--- src/rtl/sync_fifo_ext.sv ---
// Single-clock FIFO with standard/FWFT read modes, programmable almost-full/empty
// thresholds, synchronous flush and sticky overflow/underflow flags.
module sync_fifo_ext #(
  parameter int DATA_WIDTH = 32,
  parameter int DATA_DEPTH = 8,
  parameter int FWFT       = 0,
  parameter int AFULL_TH   = DATA_DEPTH - 2,
  parameter int AEMPTY_TH  = 2
) (
  input  logic                          clk,
  input  logic                          rst_n,
  input  logic                          flush_i,
  input  logic                          wr_en_i,
  input  logic [DATA_WIDTH-1:0]         wr_data_i,
  input  logic                          rd_en_i,
  output logic                          rd_data_valid_o,
  output logic [DATA_WIDTH-1:0]         rd_data_o,
  output logic [$clog2(DATA_DEPTH):0]   elem_cnt_o,
  output logic                          full_o,
  output logic                          empty_o,
  output logic                          almost_full_o,
  output logic                          almost_empty_o,
  output logic                          overflow_o,
  output logic                          underflow_o
);

  localparam int PTR_W = $clog2(DATA_DEPTH);
  localparam int CNT_W = PTR_W + 1;

  logic [DATA_WIDTH-1:0] mem_q [DATA_DEPTH];
  logic [PTR_W-1:0]      wr_ptr_q, rd_ptr_q;
  logic [CNT_W-1:0]      cnt_q, cnt_d;
  logic                  full_q, empty_q, afull_q, aempty_q;
  logic                  ovf_q, udf_q;
  logic                  wr_acc, rd_acc, clear;

  // A write into a full FIFO is admitted only when a read frees a slot this cycle.
  always_comb begin
    clear  = ~rst_n | flush_i;
    rd_acc = rd_en_i & ~empty_q;
    wr_acc = wr_en_i & (~full_q | rd_acc);
    cnt_d  = cnt_q;
    if (wr_acc && !rd_acc)      cnt_d = cnt_q + CNT_W'(1);
    else if (rd_acc && !wr_acc) cnt_d = cnt_q - CNT_W'(1);
  end

  // NOTE: the storage array is deliberately not reset; validity is tracked by the
  // pointers and count, and leaving it unreset lets it map onto RAM.
  always_ff @(posedge clk) begin
    if (!clear && wr_acc) mem_q[wr_ptr_q] <= wr_data_i;
  end

  always_ff @(posedge clk) begin
    if (clear) begin
      wr_ptr_q <= '0;
      rd_ptr_q <= '0;
      cnt_q    <= '0;
      full_q   <= 1'b0;
      empty_q  <= 1'b1;
      afull_q  <= 1'b0;
      aempty_q <= 1'b1;
      ovf_q    <= 1'b0;
      udf_q    <= 1'b0;
    end else begin
      if (wr_acc) wr_ptr_q <= wr_ptr_q + PTR_W'(1);
      if (rd_acc) rd_ptr_q <= rd_ptr_q + PTR_W'(1);
      cnt_q    <= cnt_d;
      full_q   <= (cnt_d == CNT_W'(DATA_DEPTH));
      empty_q  <= (cnt_d == '0);
      afull_q  <= (cnt_d >= CNT_W'(AFULL_TH));
      aempty_q <= (cnt_d <= CNT_W'(AEMPTY_TH));
      ovf_q    <= ovf_q | (wr_en_i & ~wr_acc);
      udf_q    <= udf_q | (rd_en_i & ~rd_acc);
    end
  end

  generate
    if (FWFT != 0) begin : g_fwft
      // Head is presented combinationally; forced to zero while empty so reset/flush read as 0.
      assign rd_data_valid_o = ~empty_q;
      assign rd_data_o       = empty_q ? '0 : mem_q[rd_ptr_q];
    end else begin : g_std
      logic [DATA_WIDTH-1:0] rd_data_q;
      logic                  rd_valid_q;

      always_ff @(posedge clk) begin
        if (clear) begin
          rd_data_q  <= '0;
          rd_valid_q <= 1'b0;
        end else begin
          rd_valid_q <= rd_acc;
          if (rd_acc) rd_data_q <= mem_q[rd_ptr_q];
        end
      end

      assign rd_data_valid_o = rd_valid_q;
      assign rd_data_o       = rd_data_q;
    end
  endgenerate

  assign elem_cnt_o     = cnt_q;
  assign full_o         = full_q;
  assign empty_o        = empty_q;
  assign almost_full_o  = afull_q;
  assign almost_empty_o = aempty_q;
  assign overflow_o     = ovf_q;
  assign underflow_o    = udf_q;

endmodule

--- config.mk ---
export PLATFORM = sky130hd
export DESIGN_NAME = sync_fifo_ext
export DESIGN_NICKNAME = d
export VERILOG_FILES = /design/src/rtl/sync_fifo_ext.sv
export SDC_FILE = /design/constraint.sdc
export NUM_CORES = 1
export LEC_CHECK = 0
export CAP_MARGIN = 30
export CORE_MARGIN = 10
export CORE_UTILIZATION = 53
export CTS_CLUSTER_DIAMETER = 100
export CTS_CLUSTER_SIZE = 14
export DETAILED_ROUTE_END_ITERATION = 16
export GPL_TIMING_DRIVEN = 0
export PLACE_DENSITY = 0.76
export RECOVER_POWER = 50
export SLEW_MARGIN = 20
export SYNTH_ARGS = -nofsm -noshare
export SYNTH_HDL_FRONTEND = slang
export SYNTH_SLANG_ARGS = --single-unit
--- constraint.sdc ---
create_clock -name clk -period 4.4 [get_ports clk]
set_input_delay 0.88 -clock clk [delete_from_list [all_inputs] [get_ports clk]]
set_output_delay 0.88 -clock clk [all_outputs]
set_load 0.01 [all_outputs]
Yosys cells after proc, flatten, opt, wreduce, memory -nomap -nowiden
Memory sizes are Yosys's and may differ from the RTL's. A register that Yosys moved wholly into a read port is not among the register bits.
Cells that the tools add are included.
W data, S select, Z words.
{"block": "classes", "n_eq_ne": 1, "n_addsub": 4, "mux": 4, "magnitude_cmp": 2, "bitwise_logic": 13, "reduce_logical": 7}
{"operator": "$mux W4", "n": 2}
{"operator": "$add A3 B1 Y3 const B", "n": 2}
{"operator": "$not A1 Y1", "n": 5}
{"operator": "$add A4 B1 Y4 const B", "n": 1}
{"operator": "$and A1 B1 Y1", "n": 4}
{"operator": "$eq A4 B4 Y1 const B", "n": 1}
{"operator": "$ge A4 B3 Y1 const B", "n": 1}
{"operator": "$le A4 B2 Y1 const B", "n": 1}
{"operator": "$logic_not A4 Y1", "n": 1}
{"operator": "$or A1 B1 Y1", "n": 4}
{"operator": "$sub A4 B1 Y4 const B", "n": 1}
{"operator": "$logic_and A1 B1 Y1", "n": 3}
{"operator": "$logic_not A1 Y1", "n": 3}
{"operator": "$mux W1", "n": 2}
{"block": "word_totals", "mem_count": 1, "ff_bits": 17, "ramBits": 256, "inputBits": 37, "elab_cells": 42}
{"memory": "mem_q", "words": 8, "width": 32, "read_ports": 1, "rd_clocked_by_memory_dff": 1, "write_ports": 1, "line": "30", "source": "logic [DATA_WIDTH-1:0] mem_q [DATA_DEPTH];"}

Logic depth before layout (Yosys ltp)
{"block": "depth", "depth_word": 9, "mapped_depth": 6}

Worst setup path before layout
OpenSTA, ideal clock, no wires.
{"block": "synth_timing", "kind": "input to register", "from": "input rd_en_i", "to": "memory mem_q[4][0] (enable)", "setup_slack_ps": 127, "setup_time_ps": 461, "n_path_buf": 1, "path_stages": 5, "t_required_ps": 3939, "arrival_ps": 3812, "path_cell_list": "nand2b_1 > buf_6 > a21boi_1 > nand3_1 > nor3_1"}
{"block": "synth_between", "elab_chain_cells": 6}
{"item": "from (decl)", "line": "15", "source": "input logic rd_en_i,"}
{"item": "$and A1 B1 Y1", "line": "40", "source": "rd_acc = rd_en_i & ~empty_q;"}
{"item": "$or A1 B1 Y1", "line": "41", "source": "wr_acc = wr_en_i & (~full_q | rd_acc);"}
{"item": "$and A1 B1 Y1", "line": "41"}
{"item": "$logic_and A1 B1 Y1", "line": "50", "source": "if (!clear && wr_acc) mem_q[wr_ptr_q] <= wr_data_i;"}
{"item": "$mux W1", "line": "50"}
{"item": "$mux W1 (not written as such)", "line": "50"}
{"item": "to (decl)", "line": "30"}
No other way between the ends.

Final worst setup path
{"block": "layout_timing", "from": "input rd_en_i", "to": "memory mem_q[4][14] (enable)"}
The elaborated chain is that of the path after synthesis.

==> results.py <==
metrics = {
    "cells_and_area": {
        "fillCellCount": 1390,
        "fin_util_pct": 64.45,
        "fin_nets": 738,
        "final_area_mm2": 0.01363,
        "multiInputGateArea_mm2": 0.002640,
        "syn2layout_area_growth_pct": 19.17,
        "final_cells": 991,
        "regArea_mm2": 0.008668,
        "drive_gt1_share_pct": 19.75,
    },
    "synth": {
        "synth_warnings": 0,
        "synth_simple_gate_area_share_pct": 2.067,
        "synth_common_cells": "edfxtp_1, mux4_2, dfxtp_1, a21oi_1, mux2i_1",
        "synth_area_mm2": 0.01144,
        "synth_top_area_share_pct": 67.19,
        "synth_nets": 613,
        "synth-xor-area-share_pct": 0.6015,
        "netlist.top_cell.by_area": "edfxtp_1",
        "ys_ff_latch": 305,
        "async_flop_share_pct": 0,
        "synth-main-ff-cell": "edfxtp_1",
        "muxShareOfSynthArea_pct": 15.68,
        "synthCells": 572,
        "ys_seq_area_share_pct": 75.77,
        "synth_edf_count": 256,
        "synth_compound_area_share_pct": 3.970,
        "synthAdderAreaFrac_pct": 0.4374,
        "ys_types": 40,
        "synth_area_leaders": "edfxtp_1, mux4_2, dfxtp_1, mux2i_1, a21oi_1",
        "synth_most_common_cell": "edfxtp_1",
        "synth.avg_cell_area_um2": 20.00,
        "synth_top_family_by_area": "multiplexers",
    },
    "setup_path": {
        "crit_top_cell": "buf_6",
        "slowest_delay_ps": 650,
        "endpoint_kind": "flop",
        "worst-path-max-fanout": 8,
        "crit_arrival_ps": 3850,
        "crit_slowest_cell": "nor3_2",
        "cp_data_required_time_ps": 4610,
        "critPathKind": "in -> reg",
        "cp_cell_sequence": "dlygate4sd3_1 > nand2b_1 > buf_6 > a21boi_0 > nand3_1 > nor3_2 > buf_6 > buf_4",
        "start_kind": "input port",
        "r2r_cells": 7,
    },
    "sta": {
        "setup_violations": 0,
        "layout_setup_ws_ps": 760.1,
        "max_freq_mhz": 274.7,
        "tightest_slew_ps": 826.5,
        "rsz0062_at_grt": "false",
        "fin_crit_ps": 3640,
        "finalHoldViolCount": 0,
        "finalSetupTns_ps": 0,
        "fin_skew_ps": 11.33,
        "maxSlewHeadroom_pct": 44.77,
        "fin_crit_sh_pct": 82.72,
        "timing.hold.ws_ps": 464.5,
        "slew_violations": 0,
    },
    "clock_network": {
        "cts_buffer_depth": 3,
        "cts-root-buf": "clkbuf_16",
        "clk_latency_ps": 520,
        "htreeDepth": 1,
        "clkTransAtPathRegs_ps": 60,
        "cts_sinks": 305,
        "postCtsHoldBufs": 0,
        "post_cts_buffers": 0,
        "cts_buffers": 25,
        "cts_resized": 0,
        "cts_tree": "yes",
    },
    "run": {
        "drv_cap": 0,
    },
    "global_route": {
        "grt_start_max_net_pins": 20,
        "antenna_found_initial": 2,
        "grt_pass1_wl_mm": 37.86,
        "grt_pass1_vias": 6408,
        "grt-ovfl-total": 0,
        "grt_use_total_pct": 17.32,
    },
    "floorplanning": {
        "rows": 53,
        "initial_utilization_pct": 54.08,
        "die_width_um": 166.9,
        "coreArea_mm2": 0.02115,
        "die_area_mm2": 0.02786,
        "die_h_um": 166.9,
        "num_io_pins": 80,
    },
    "power": {
        "p_comb_share_pct": 3.5,
        "total_power_mw": 5.336,
        "power_frac_seq_pct": 59.2,
        "switching_power_mw": 1.042,
        "power.share.clock_pct": 37.3,
        "internal-power_mw": 4.294,
        "switching_share_pct": 19.53,
        "powerDensity_mw_per_mm2": 391.3,
        "vdd_ir_drop_max_mv": 0.4052,
        "power_leakage_nw": 4.303,
    },
    "placement": {
        "gp_congestion": 0.7779,
        "dpl.cell_count": 945,
        "dpl_worst_slack_ps": 513.6,
        "port_buffers": 79,
        "placed_area_mm2": 0.01295,
        "dp_hpwl_mm": 15.60,
    },
    "route": {
        "route.vias.total": 5919,
        "first_iter_violations": 614,
        "drc_errors": 0,
        "wl_per_cell_um": 24.73,
        "vias_per_cell": 5.973,
        "ant_nets": 0,
        "finalWirelength_mm": 24.51,
        "drt-pass1-iter-count": 5,
    },
    "worst_hold_path": {
        "hp-class": "reg -> reg",
        "holdPathStages": 2,
    },
    "run_status": {
        "status": "completed",
    },
}
==> power by group through the flow <==
stage / clock network, mW / logic, mW / registers, mW
5_1_grt: 2.13 / 0.204 / 3.16
3_3_place_gp: 0 / 0.179 / 3.22
3_5_place_dp: 0 / 0.196 / 3.22
6_report: 1.99 / 0.187 / 3.16
2_1_floorplan: 0 / 0.0805 / 3.23
4_1_cts: 2.02 / 0.197 / 3.16
==> path summary, 6_finish.rpt <==
| kind | start | to | slack (ps) |
|---|---|---|---|
| setup reg to reg | empty_o$_SDFF_PP1_ | mem_q[4][14]$_DFFE_PP_ | 1310 |
| hold / removal | underflow_o$_SDFF_PP0_ | underflow_o$_SDFF_PP0_ | 460 |
| hold reg to reg | underflow_o$_SDFF_PP0_ | underflow_o$_SDFF_PP0_ | 460 |
| setup / recovery | rd_en_i | mem_q[4][14]$_DFFE_PP_ | 760 |
==> critical path: cells and delay by family <==
kind | cells | cell delay [ps]
compound gates | 1 | 580
simple gates | 3 | 1200
buf+inv | 4 | 1190
==> routing by layer <==
layer	routed length, um	GRT usage (%)	up-vias
li1	-	-	2560
met1	9722	22.01	3107
met2	12590	29.36	212
met3	1706	3.789	40
met4	490	4.773	0
met5	0	0	-
==> flip-flops by register name (all words and copies together), names as in the netlist, 3 cells and up <==
register    count
elem_cnt_o      4
mem_q         256
rd_data_o      32
rd_ptr_q        3
wr_ptr_q        3
==> layout make-up <==
cell class	count	area share (%)
Inverter	2	0.05506
Multi-Input combinational cell	233	19.36
Timing Repair Buffer	98	8.167
Clock buffer	43	5.084
Buffer	32	1.156
Sequential cell	305	63.58
Antenna cell	2	0.03671
Clock inverter	1	0.03671
Tap cell	275	2.524
==> cells in the final DEF (no fill, tap or decap), types with 4 or more instances in the layout <==
cell	netlist	layout
a21oi_1	35	35
dfxtp_1	49	49
nand2_1	6	6
edfxtp_1	256	256
buf_4	7	12
nand2b_1	5	5
nor2_4	0	6
buf_6	1	5
buf_2	6	6
clkdlybuf4s50_1	0	17
mux2i_1	33	33
xnor2_1	4	5
dlygate4sd3_1	0	62
mux4_2	64	64
clkbuf_1	18	37
o21ai_0	32	32
ha_1	4	4
buf_16	0	7
clkbuf_16	0	25
nor2_1	17	11
==> cells by family (layout without fill, tap and decap cells) <==
logic type,after synthesis,after routing
muxes,98,98
buffers and inverters,34,176
xor gates and xnor gates,7,7
other,0,2
AOI/OAI and AO/OA,79,79
and+or+nand+nor,45,45
DFF,305,305
adders and majority gates,4,4
Power figures use the tool's default switching activity.
